===== src/rtl/pulse_pattern_checker_serial_deserializer.sv =====
// MSB-first shift register; shift_next_o is the window including the bit
// arriving this cycle, so the checker can compare before the register updates.
module serial_deserializer #(
  parameter int WIDTH = 16
) (
  input  logic             clock,
  input  logic             reset_n,
  input  logic             clear_i,
  input  logic             serial_i,
  output logic [WIDTH-1:0] shift_next_o
);

  logic [WIDTH-1:0] shift_q;

  assign shift_next_o = {shift_q[WIDTH-2:0], serial_i};

  // Shift one bit per clock; a restart flushes stale history.
  always_ff @(posedge clock or negedge reset_n) begin
    if (!reset_n) begin
      shift_q <= '0;
    end else if (clear_i) begin
      shift_q <= '0;
    end else begin
      shift_q <= shift_next_o;
    end
  end

endmodule


===== config.mk =====
export PLATFORM = sky130hd
export DESIGN_NAME = serial_deserializer
export DESIGN_NICKNAME = d
export VERILOG_FILES = /design/src/rtl/pulse_pattern_checker_serial_deserializer.sv
export SDC_FILE = /design/constraint.sdc
export NUM_CORES = 1
export LEC_CHECK = 0
export CAP_MARGIN = 25
export CORE_UTILIZATION = 29
export DETAILED_ROUTE_END_ITERATION = 16
export SETUP_SLACK_MARGIN = 0.1
export SLEW_MARGIN = 20
export SYNTH_ARGS = -nofsm -noshare
export SYNTH_HDL_FRONTEND = slang
export SYNTH_SLANG_ARGS = --single-unit

===== constraint.sdc =====
create_clock -name clock -period 1.7 [get_ports clock]
set_input_delay 0.34 -clock clock [delete_from_list [all_inputs] [get_ports clock]]
set_output_delay 0.34 -clock clock [all_outputs]
set_load 0.05 [all_outputs]

==> results of run 1 <==
-- layout make-up --
class	instances	share of cell area [%]
Timing Repair Buffer	22	25.4
Multi-Input combinational cell	15	16.6
Clock buffer	3	3.09
Tap cell	16	2.74
Clock inverter	1	0.686
Sequential cell	15	51.5
-- cells in the final DEF (no fill, tap or decap) --
cell type,netlist,routed
buf_4,1,18
nor2b_2,7,7
and2b_2,3,3
buf_12,0,1
clkinv_2,0,1
clkdlybuf4s50_1,0,3
and2b_1,2,2
clkbuf_4,0,3
nor2b_1,3,3
dfrtp_1,15,15
-- kinds of logic (layout without fill, tap and decap cells) --
kind of cell | Yosys count | count (layout) | share of synthesized area (%)
buf+inv | 2 | 26 | 3.64
flops | 15 | 15 | 72.8
simple gates | 15 | 15 | 23.5
-- power groups by stage --
stage	registers [mW]	logic [mW]	clock network [mW]
2_1_floorplan	0.382	0.0172	0
3_3_place_gp	0.369	0.0594	0
3_5_place_dp	0.369	0.0595	0
4_1_cts	0.362	0.0597	0.211
5_1_grt	0.362	0.0621	0.225
6_report	0.362	0.0584	0.198
-- per-stage QoR --
stage / cells / util, % / worst slack [ps]
5_1_grt: 72 / 46.3 / 329
4_1_cts: 72 / 46.3 / 341
2_1_floorplan: 32 / - / 764
6_report: 72 / 46.3 / 346
3_3_place_gp: 68 / 44.5 / 355
3_5_place_dp: 68 / 44.5 / 346
-- metal layers --
| layer | GRT usage [%] | vias up |
|---|---|---|
| li1 | - | 147 |
| met1 | 10.8 | 148 |
| met2 | 13.8 | 11 |
| met3 | 6.12 | 2 |
| met4 | 5.45 | 0 |
| met5 | 0 | - |
-- path summary, 6_finish.rpt --
check,slack [ps],startpoint,cells past startpoint,endpoint
max,350,serial_i,2,shift_next_o[0]
min,360,reset_n,2,shift_q[1]$_DFF_PN0_
max reg2reg,1030,shift_q[11]$_DFF_PN0_,1,shift_q[12]$_DFF_PN0_
min reg2reg,470,shift_q[12]$_DFF_PN0_,1,shift_q[13]$_DFF_PN0_
max in group asynchronous,1150,reset_n,2,shift_q[8]$_DFF_PN0_
min in group clock,470,shift_q[12]$_DFF_PN0_,1,shift_q[13]$_DFF_PN0_
==> impl_metrics.ini, run 1 <==
[outcome]
status = completed

[route]
drt-total-wl_um = 807
via_count = 308
highest_layer = met4
dr.pass1.iters = 5
wl_per_cell_um = 11.2
wl_met1_um = 350
drc = 0
met3_length_um = 53
ant_nets = 0
drtIter0Drc = 3
wl_met2_um = 394
routed_via_density = 4.28

[synth]
ys_dominant_reg_cell = dfrtp_1
synth_top_area_share_pct = 72.8
synth.avg_cell_area_um2 = 16.1
synth_common_cells = dfrtp_1, nor2b_2, and2b_2, nor2b_1, and2b_1
synth_cell_types = 7
synth_edf_count = 0
syn_inst = 32
yosysMostFrequentCell = dfrtp_1
synthTopCellsByArea = dfrtp_1, nor2b_2, and2b_2
synth_nets = 36
synthArstFlopShare_pct = 100
yosysTopAreaCell = dfrtp_1
yosysSeqAreaShare_pct = 72.8
syn_area_um2 = 515
yosysWarnings = 0
synth_seq_cells = 15

[die]
initial_utilization_pct = 32.7
die_x_um = 44.2
io_pins = 20
dieArea_mm2 = 0.00195
fp.dieH_um = 44.2
core_area_mm2 = 0.00158
placementRows = 14

[finish]
antenna_cells = 0
final_area_um2 = 729
fill_cells = 160
syn2layout_area_growth_pct = 41.5
top_register = shift_q
final_nets = 61
drive_gt1_share_pct = 58.9
largest_register_ffs = 15
largest_registers = shift_q x15
multiInputGateArea_um2 = 121
final-seq-area_um2 = 375

[flow_run]
drv_cap = 0

[grt]
grt_max_degree = 16
grt_remaining_overflow = 0
gr-usage-all-layers_pct = 9.61
grt_antenna_before_repair = 0
grt_pass1_wl_mm = 1.28
grt_pass1_vias = 308

[placement]
gp_congestion = 0.618
port_buffers = 19
place_area_um2 = 702
hpwl_um = 567

[power]
leakage_nw = 0.394
power_density_mw_per_mm2 = 847
p_sw_share_pct = 23.8
ir_worst_vdd_uv = 551
p_switching_uw = 147
finalPower_uw = 618
p_seq_share_pct = 58.5
p_clk_share_pct = 32.0
p_int_uw = 471
pwr-share-comb_pct = 9.5

[timing]
fin_worst_skew_ps = 12.2
fmax_mhz = 739
rsz0062_at_grt = false
period_minus_slack_ps = 1350
worstMarginPinSlew_ps = 212
setup_tns_ps = 0
setup_viol = 0
finalCritPeriodShare_pct = 79.6
relSlewSlack_pct = 85.9
holdWs_ps = 365
drv_slew = 0
finalHoldViolCount = 0

[worst_setup_path]
arrival_ps = 1010
crit_chain = clkdlybuf4s50_1 > buf_12
path_delay_family = buffers and inverters
startpoint_type = input pin
path_buf_inv = 2
critPathSlowestCell = clkdlybuf4s50_1
worst_ep_required_time_ps = 1360
cp_max_fo = 2
cp-end-kind = output pin
path_class = in -> out
slowest_delay_ps = 520

[clock_network]
cts.reportedPaths.clkPinSlew_ps = 90
ctsResizeCount = 0
clock_latency_ps = 280
cts_tree = yes
post_cts_buffers = 0
cts-root-buf = clkbuf_4
cts.sinks = 15
htree_levels = 1
cts_buffer_depth = 2
hold_buffers = 0
numCtsBuffers = 3

[min_path]
hold_class = in -> async
(Power assumes the default switching activity.)
==> run 2: changes to the inputs <==
==> constraint.sdc (replaced) <==
create_clock -name clock -period 1.4 [get_ports clock]
set_input_delay 0.28 -clock clock [delete_from_list [all_inputs] [get_ports clock]]
set_output_delay 0.28 -clock clock [all_outputs]
set_load 0.05 [all_outputs]
==> run 2 against run 1 <==
Against the previous run: via count fell by 0.97%; sequential share of layout area fell by 10 points; non-clock buffer count did not move; combinational power rose by 41%; power rose by 24%; worst hold slack got worse by 53 ps; critical endpoint unchanged; highest routed layer unchanged.
==> impl_metrics.ini, run 2 (synthesis results as in run 1) <==
[worst_setup_path]
path_buf_inv = 2
worst_ep_required_time_ps = 1120
r2r_start = shift_q[11]$_DFF_PN0_
ff2ff_path_depth = 1
r2r_end = shift_q[12]$_DFF_PN0_
crit_chain = clkdlybuf4s50_1 > buf_12
critPathSlowestCell = clkdlybuf4s50_1
startpoint_type = input pin
path_delay_family = buffers and inverters
cp-end-kind = output pin
slowest_delay_ps = 530
crit_path_start = serial_i
r2r_slack_ps = 690
path_class = in -> out
arrival_ps = 970
cp_max_fo = 2

[timing]
fmax_mhz = 802
setup_viol = 0
drv_slew = 0
finalHoldViolCount = 0
fin_worst_skew_ps = 2.90
period_minus_slack_ps = 1250
relSlewSlack_pct = 86.1
worstMarginPinSlew_ps = 208
rsz0062_at_grt = false
finalCritPeriodShare_pct = 89.1
setup_tns_ps = 0

[min_path]
hold_class = in -> async

[power]
p_switching_uw = 178
ir_worst_vdd_uv = 761
p_seq_share_pct = 57.7
p_sw_share_pct = 23.2
power_density_mw_per_mm2 = 836
leakage_nw = 0.433
pwr-share-comb_pct = 10.7
p_int_uw = 588
p_clk_share_pct = 31.6

[finish]
antenna_cells = 0
layout_common_cells = buf_12, dfrtp_1, nor2b_2
multiInputGateArea_um2 = 121
stdcell_count = 72
layout_commonest_cell = buf_12
final-seq-area_um2 = 375
syn2layout_area_growth_pct = 77.7
largest_register_ffs = 15
largest_registers = shift_q x15
drive_gt1_share_pct = 57.1
final_nets = 61
fill_cells = 129
top_register = shift_q

[clock_network]
ctsResizeCount = 0
cts.sinks = 15
cts_buffer_depth = 2
hold_buffers = 0
clock_latency_ps = 280
cts_tree = yes
cts-root-buf = clkbuf_4
numCtsBuffers = 3
post_cts_buffers = 0
cts.reportedPaths.clkPinSlew_ps = 80
htree_levels = 1

[placement]
port_buffers = 19
gp_congestion = 0.626
hpwl_um = 606
dp.cells = 68

[route]
dr.pass1.iters = 5
drc = 0
wl_per_cell_um = 11.4
drt-total-wl_um = 820
drtIter0Drc = 5
via_count = 305
routed_via_density = 4.24
ant_nets = 0

[die]
io_pins = 20
placementRows = 14
core_area_mm2 = 0.00158
dieArea_mm2 = 0.00195
fp.dieH_um = 44.2
initial_utilization_pct = 32.7
die_x_um = 44.2

[grt]
grt_remaining_overflow = 0
grt_pass1_vias = 296
grt_pass1_wl_mm = 1.35
grt_max_degree = 16
grt_antenna_before_repair = 0
gr-usage-all-layers_pct = 10.5

[flow_run]
drv_cap = 0

[outcome]
status = completed
[run 2: cell types whose count changed in the layout (fill, tap and decap cells not counted), sizes merged]
cell    change
clkbuf      +1
clkinv      -1
[run 2: routing by layer]
| layer | up-vias | track usage, % | routed length [um] |
|---|---|---|---|
| met5 | - | 0 | 0 |
| met4 | 0 | 7.27 | 17 |
| met3 | 5 | 7.35 | 60 |
| met2 | 12 | 14.7 | 420 |
| met1 | 146 | 11.3 | 322 |
| li1 | 142 | - | - |
[run 2: through the flow]
step           worst slack (ps)  power, mW  cell area (um2)  utilization (%)  hold slack (ps)
2_1_floorplan               473      0.485              515                -            -15.6
3_3_place_gp                166      0.533              890             56.4              530
3_5_place_dp                148      0.534              890             56.4              536
4_1_cts                     146      0.778              916             58.1              314
5_1_grt                     145      0.798              916             58.1              326
6_report                    153      0.766              916             58.1              312
[run 2: worst max-delay path by stage]
stage                                  to  slack, ps  cells after the start
finish                    shift_next_o[0]        150                      2
global route              shift_next_o[0]        140                      2
CTS                       shift_next_o[0]        150                      2
detailed placement        shift_next_o[0]        150                      2
global placement     shift_q[0]$_DFF_PN0_        170                      2
floorplan           shift_q[12]$_DFF_PN0_        470                      1
[run 2: layout make-up]
type	count	share of cell area, %
multi-input combinational	15	13.3
sequential	15	41.0
timing repair buffer	22	40.7
tap	16	2.19
clock buffer	4	2.87
[run 2: power groups by stage]
stage | logic [mW] | clock network (mW) | registers (mW)
after floorplan | 0.0209 | 0 | 0.464
after CTS | 0.0839 | 0.252 | 0.442
final | 0.0823 | 0.242 | 0.442
after global routing | 0.0877 | 0.268 | 0.442
after detailed placement | 0.0838 | 0 | 0.450
after global placement | 0.0827 | 0 | 0.450
==> run 3: changes to the inputs <==
--- a/config.mk
+++ b/config.mk
@@ -9,7 +9,7 @@
 export CORE_UTILIZATION = 29
 export DETAILED_ROUTE_END_ITERATION = 16
 export SETUP_SLACK_MARGIN = 0.1
-export SLEW_MARGIN = 20
+export SLEW_MARGIN = 5
 export SYNTH_ARGS = -nofsm -noshare
 export SYNTH_HDL_FRONTEND = slang
 export SYNTH_SLANG_ARGS = --single-unit
==> results of run 3 <==
Final layout, timing and power as in run 2 (identical DEF).
